## src/rtl/fifo_uart_pkg.sv

```systemverilog
// fifo_uart_pkg: shared state encoding and default parameters
// for the FIFO-fed UART transmitter.
package fifo_uart_pkg;
   typedef enum logic [2:0] {
      S_IDLE,
      S_POP,
      S_LOAD,
      S_START,
      S_DATA,
      S_PARITY,
      S_STOP
   } state_t;
   localparam int DEF_WIDTH_DATA   = 8;
   localparam int DEF_CLKS_PER_BIT = 16;
   localparam int DEF_PARITY_EN    = 0;
endpackage

```

## src/rtl/uart_baud_cnt.sv

```systemverilog
// uart_baud_cnt: per-bit down-counter; o_tick marks the last cycle of a bit.
// Holds at zero rather than wrapping so idle periods cost nothing.
module uart_baud_cnt import fifo_uart_pkg::*; #(
   parameter int CLKS_PER_BIT = DEF_CLKS_PER_BIT
) (
   input  logic i_clk,
   input  logic i_rst_n,
   input  logic i_load,
   output logic o_tick
);
   localparam int W = $clog2(CLKS_PER_BIT);
   localparam logic [W-1:0] RELOAD = W'(CLKS_PER_BIT - 1);
   logic [W-1:0] r_cnt;
   always_ff @(posedge i_clk or negedge i_rst_n)
      if (!i_rst_n) r_cnt <= '0;
      else if (i_load) r_cnt <= RELOAD;
      else if (r_cnt != '0) r_cnt <= r_cnt - 1'b1;
   assign o_tick = (r_cnt == '0);
endmodule

```

## src/rtl/fifo_uart_tx.sv

```systemverilog
// fifo_uart_tx: pops bytes from an upstream FIFO and serialises them as
// UART frames (start, LSB-first data, optional even parity, stop).
module fifo_uart_tx import fifo_uart_pkg::*; #(
   parameter int WIDTH_DATA   = DEF_WIDTH_DATA,
   parameter int CLKS_PER_BIT = DEF_CLKS_PER_BIT,
   parameter int PARITY_EN    = DEF_PARITY_EN
) (
   input  logic                  i_clk,
   input  logic                  i_rst_n,
   input  logic [WIDTH_DATA-1:0] i_data,
   input  logic                  i_empty,
   output logic                  o_pop,
   output logic                  o_tx,
   output logic                  o_busy
);
   localparam int BW = $clog2(WIDTH_DATA + 1);
   localparam logic [BW-1:0] LAST_BIT = BW'(WIDTH_DATA - 1);
   state_t                r_state, w_next;
   logic [WIDTH_DATA-1:0] r_shift;
   logic [BW-1:0]         r_bit_cnt;
   logic                  r_par;
   logic                  w_tick, w_load, w_in_bit;
   assign w_in_bit = (r_state == S_START) || (r_state == S_DATA) ||
                     (r_state == S_PARITY) || (r_state == S_STOP);
   // LOAD primes the counter so START gets a full bit period.
   assign w_load = (r_state == S_LOAD) || (w_in_bit && w_tick);
   uart_baud_cnt #(.CLKS_PER_BIT(CLKS_PER_BIT)) u_baud (
      .i_clk  (i_clk),
      .i_rst_n(i_rst_n),
      .i_load (w_load),
      .o_tick (w_tick)
   );
   always_ff @(posedge i_clk or negedge i_rst_n)
      if (!i_rst_n) r_state <= S_IDLE;
      else r_state <= w_next;
   always_comb begin
      w_next = r_state;
      case (r_state)
         S_IDLE:   if (!i_empty) w_next = S_POP;
         S_POP:    w_next = S_LOAD;
         S_LOAD:   w_next = S_START;
         S_START:  if (w_tick) w_next = S_DATA;
         S_DATA:   if (w_tick && r_bit_cnt == LAST_BIT) w_next = (PARITY_EN != 0) ? S_PARITY : S_STOP;
         S_PARITY: if (w_tick) w_next = S_STOP;
         S_STOP:   if (w_tick) w_next = i_empty ? S_IDLE : S_POP;
         default:  w_next = S_IDLE;
      endcase
   end
   // FIFO data is valid during LOAD, one cycle after the pop strobe.
   always_ff @(posedge i_clk or negedge i_rst_n)
      if (!i_rst_n) begin
         r_shift   <= '0;
         r_bit_cnt <= '0;
         r_par     <= 1'b0;
      end else if (r_state == S_LOAD) begin
         r_shift   <= i_data;
         r_bit_cnt <= '0;
         r_par     <= ^i_data;
      end else if (r_state == S_DATA && w_tick) begin
         r_shift   <= r_shift >> 1;
         r_bit_cnt <= r_bit_cnt + 1'b1;
      end
   assign o_pop  = (r_state == S_POP);
   assign o_busy = (r_state != S_IDLE);
   assign o_tx   = (r_state == S_START)  ? 1'b0 :
                   (r_state == S_DATA)   ? r_shift[0] :
                   (r_state == S_PARITY) ? r_par : 1'b1;
endmodule

```

## config.mk

```make
export PLATFORM = sky130hd
export DESIGN_NAME = fifo_uart_tx
export DESIGN_NICKNAME = d
export VERILOG_FILES = /design/src/rtl/fifo_uart_pkg.sv /design/src/rtl/uart_baud_cnt.sv /design/src/rtl/fifo_uart_tx.sv
export SDC_FILE = /design/constraint.sdc
export NUM_CORES = 1
export LEC_CHECK = 0
export ABC_AREA = 1
export CAP_MARGIN = 25
export CORE_UTILIZATION = 25
export DETAILED_ROUTE_END_ITERATION = 8
export SLEW_MARGIN = 20
export SYNTH_ARGS = -nofsm -noshare
export SYNTH_HDL_FRONTEND = slang
export SYNTH_SLANG_ARGS = --single-unit
```

## constraint.sdc

```tcl
create_clock -name i_clk -period 2.2 [get_ports i_clk]
set_clock_uncertainty 0.1 [all_clocks]
set_input_delay 0.66 -clock i_clk [delete_from_list [all_inputs] [get_ports i_clk]]
set_output_delay 0.66 -clock i_clk [all_outputs]
set_load 0.01 [all_outputs]
```

# Word level (Yosys, flattened, before mapping)
# Index checks and enable logic that the tools add are counted.
# word_totals
reg_bits,20
word_cells,50
latch_bits,0
memories,0
input_bits,11
mem_bits_ro,0
ramBits,0
out_inout_bits,3
# classes
div_mod_pow,0
n_bitwise,0
shift,0
n_mul,0
muxes,16
addsub,2
n_reduce_logical,15
magnitude_cmp,0
eq_ne,12
# op_table
op,count
3-bit one-hot mux with 7 select lines,1
4-bit two-way mux,4
8-bit two-way mux,2
3-bit two-way mux,5
3-bit == test (second input constant),3
2-bit != test (second input constant),4
8-bit parity,1
3-bit by 2-bit == test with 1-bit output (second input constant),2
5-bit AND reduction,1
4-bit by 1-bit adder with 4-bit output (second input constant),1
4-bit by 3-bit == test with 1-bit output (second input constant),1
4-bit logical NOT,1
1-bit logical OR,4
1-bit two-way mux,4
2-bit nonzero test,2
4-bit nonzero test,1
4-bit by 1-bit subtractor with 4-bit output (second input constant),1
3-bit by 1-bit == test with 1-bit output (second input constant),1
1-bit logical AND,3
3-bit logical NOT,1
3-bit nonzero test,1
2-bit by 1-bit != test with 1-bit output (second input constant),1

# Depth between registers and ports, before layout
# depth
depth_word,7
depth_mapped,9
mapped_depth_nobuf,9

# By module
# A second synthesis with hierarchy kept.
# unflattened
hier_cells,187
area_unflattened_um2,1347.5
# modules_own_cells
mod,n_inst,area_each_um2,seq_area_each_um2,cells_per_inst
fifo_uart_tx,1,1131.1,400.4,158
uart_baud_cnt,1,216.5,100.1,29

# Worst setup path before layout
# Ideal clock, no wire load.
# synth_timing
path_kind,reg-to-output
from,register r_state[0]
to,output o_tx
stages_incl_launch_ff,8
setup_slack_ns,0.485
arrival_time_ns,0.955
path_buffers,0
t_required_ns,1.440
cell_sequence,dfrtp_1 -> nor2_2 -> nand2_2 -> inv_4 -> nand2_1 -> nand2_1 -> nand2_1 -> inv_1
# synth_via
elab_chain_cells,4
elab_cells_between_ends,6
classes_between,eq/ne (3); mux (3)
# synth_lines
element,line_no,text
from (decl),fifo_uart_tx.sv:18,"state_t r_state, w_next;"
from (signal assigned),fifo_uart_tx.sv:35,else r_state <= w_next;
3-bit == test,fifo_uart_tx.sv:67,(r_state == S_PARITY) ? r_par : 1'b1;
1-bit two-way mux,fifo_uart_tx.sv:67,
1-bit two-way mux,fifo_uart_tx.sv:66,(r_state == S_DATA) ? r_shift[0] :
1-bit two-way mux (*),fifo_uart_tx.sv:65,assign o_tx = (r_state == S_START) ? 1'b0 :
to (decl),fifo_uart_tx.sv:13,"output logic o_tx,"
# Every way passes the cells marked *; elsewhere a longest branch is shown, timed or not.

# Final worst setup path
# layout_timing
from,register r_state[0]
to,output o_busy
# layout_via
elab_chain_cells,1
# layout_lines
element,line_no,text
3-bit nonzero test,fifo_uart_tx.sv:64,assign o_busy = (r_state != S_IDLE);
to (decl),fifo_uart_tx.sv:14,output logic o_busy
# No other way between the ends.

==> impl_results.md <==
- Hold_ws: 389 ps
- Total gr overflow: 0
- Filler cells: 538
- Core area: just under 5000 sq um
- Worst slew pin tran: 268 ps
- Routability cong.: about 0.79
- Startpoint types: flop
- Final Hold Viols: 0
- Initial antenna violation count: 0
- Min Clock Period, post-route: about 2100 ps
- Top Ports: 14
- Initial Util: 0.265
- CP required: ~1400 ps
- Async SR Flop Fraction: 1.00
- Library cells used by synthesis: 27
- Post-synthesis instance total: ~170
- Leak Pwr: a little over 0.8 nW
- Yosys reg bits: 20
- Worst min-delay path class: reg2reg
- Die ar.: between 5000 and 6000 sq um
- Placement-stage cell area: 1510 sq um
- Cell Area, Synth: approximately 1300 sq um
- Sequential area share after synthesis: 0.391
- Synth Net Count: 184
- Area delta synth->final: 25.0%
- Routed vias: roughly 1100
- DRT iter0 DRCs: 47
- Total Neg Setup Slack: 0 ps
- Max-cap viol count: 0
- Final max-slew violation count: 0
- Clock latency at the later pin of the worst-skew pair: between 200 and 300 ps
- DRC: 0
- NumNets Final: between 200 and 250
- RSZ-0062 raised after global routing: false
- PwrDens: around 1200 nW/um^2
- Final period util: 0.955
- PortBufs: 13
- # setup viols final: 0
- Pre-CTS setup slack: around 77 ps
- Yosys warning count: 0
- Root Buffer: clkbuf_8
- Max FO, Critical Path: 6
- Final ANT Viol Nets: 0
- Category of the most critical setup path: reg2out
- H-tree levels: 1
- Setup ws final: about 100 ps
- Max Fclk: roughly 480 MHz
- Endpoint class of the critical path: output pin
- Vias in the first global route: a little over 1000
- Syn avg cell area: 7.48 sq um
- WP data arrival: ~1300 ps
- First-pass GRT wire length: between 4000 and 5000 um
- Clk sinks: 20
- Inserted Diodes: 0
- WL per Instance: 9.40 um
- Die width: roughly 74 um
- CTS tree: done
- Site Rows: 25
- Layout cells sized above 1: 0.187
- Drt total wl: 2440 um
- Placed wire-length estimate: about 1900 um
- Clock-pin slew of the registers on the worst-case setup and hold paths: 80 ps
- Post-route cell area: ~1600 sq um
- Peak VDD IR: between 0.0005 and 0.0006 V
- Worst rel slew slack: 0.821
- Ys flop type: dfrtp_1
- Drt first pass iters: 4
- Status: completed
- Number of synthesized flops with an enable pin: 0
- Largest net degree at the start of global routing: 21
- Vias per inst: a little over 4
- Die Height: between 70 and 80 um
- Cts bufs inserted: 3
- All-Layer GR Usage: 0.103
- Clock buffer depth: 2
- Cts hold-fix bufs: 0
## registers in the layout (all words and copies together), names as in the netlist
name / cells
r_bit_cnt: 4
r_par: 1
r_shift: 8
r_state: 3
u_baud.r_cnt: 4
## final timing paths
check	from	end	slack, ps	cells after the start
max in group asynchronous	i_rst_n	r_state[2]$_DFFE_PN0P_	1130	2
worst max register to register	u_baud.r_cnt[0]$_DFFE_PN0P_	r_bit_cnt[0]$_DFFE_PN0P_	610	6
worst min-delay path	r_par$_DFFE_PN0P_	r_par$_DFFE_PN0P_	390	2
worst min register to register	r_par$_DFFE_PN0P_	r_par$_DFFE_PN0P_	390	2
worst max-delay path	r_state[0]$_DFFE_PN0P_	o_busy	100	4
min in group asynchronous	i_rst_n	r_shift[0]$_DFFE_PN0P_	640	2
## cell usage after synthesis, types with 2 or more instances
cell type,n,area [sq um]
buf_6,2,22.5
inv_1,20,75.1
nand3_1,13,65.1
o221ai_1,2,17.5
nor2_4,2,22.5
nor2_1,12,45.0
ha_1,2,25.0
o21ai_0,2,10.0
o211ai_1,5,37.5
a21oi_1,3,15.0
o21ai_1,3,15.0
nand2_4,3,33.8
xnor2_1,2,17.5
nand2_1,59,221
dfrtp_1,20,500
nand2_2,4,25.0
inv_4,2,12.5
inv_2,2,7.51
xor2_1,2,17.5
nor2_2,3,18.8
nand3_2,2,20.0
## critical path, cell delays in order, from the launching register on
cell,delay (ps)
dfrtp_1,390
buf_4,170
nor2_4,150
nand2_2,90
dlygate4sd2_1,290
## metrics by stage
stage | utilization | power, mW | std cells
after floorplan | - | 1.29 | 171
after global placement | 0.313 | 1.52 | 254
after detailed placement | 0.313 | 1.52 | 254
after CTS | 0.330 | 1.90 | 259
after global routing | 0.332 | 2.08 | 260
final | 0.332 | 1.89 | 260
## where the power goes
part           switching [mW]  leakage [nW]  internal [mW]  total [mW]
Combinational           0.548         0.547          0.384       0.932
Sequential             0.0795         0.245          0.516       0.596
Clock                   0.121        0.0357          0.243       0.364
## cell usage in the layout (no fill, tap or decap), types with 4 or more instances in the layout
cell / synthesis / final
buf_4: 0 / 7
clkdlybuf4s50_1: 0 / 10
dfrtp_1: 20 / 19
inv_1: 20 / 19
nand2_1: 59 / 59
nand2_4: 3 / 4
nand3_1: 13 / 13
nor2_1: 12 / 12
o211ai_1: 5 / 5
## final cells by class
cell class	instances	area, sq um	area share
multi-input cells	125	671	0.420
flip-flops and latches	20	502	0.314
repair buffers	20	175	0.110
inverters	24	95.1	0.0595
well taps	67	83.8	0.0525
clock buffers	3	41.3	0.0258
clock inverters	1	30.0	0.0188
## logic make-up (layout without fill, tap and decap cells)
| kind of cell | after synthesis | after routing | synth area share |
|---|---|---|---|
| adders and majority gates | 2 | 2 | 0.0196 |
| buffers and inverters | 26 | 48 | 0.0920 |
| and+or+nand+nor | 99 | 99 | 0.358 |
| DFF | 20 | 20 | 0.391 |
| AOI/OAI and AO/OA | 20 | 20 | 0.112 |
| xor gates and xnor gates | 4 | 4 | 0.0274 |
## layer usage
layer,up-vias,GRT usage,share of wire
li1,583,-,-
met4,0,0.0449,0.014
met5,-,0,0
met1,481,0.147,0.52
met2,15,0.166,0.46
met3,2,0,0.013
## repair_timing
| action | CTS | global route |
|---|---|---|
| setup buffers | 1 | 1 |
| resized for setup | 5 | 4 |
| gates cloned | 0 | 0 |
| pin swaps | 0 | 1 |
| setup endpoints to repair | 3 | 1 |
(Power assumes the default switching activity.)
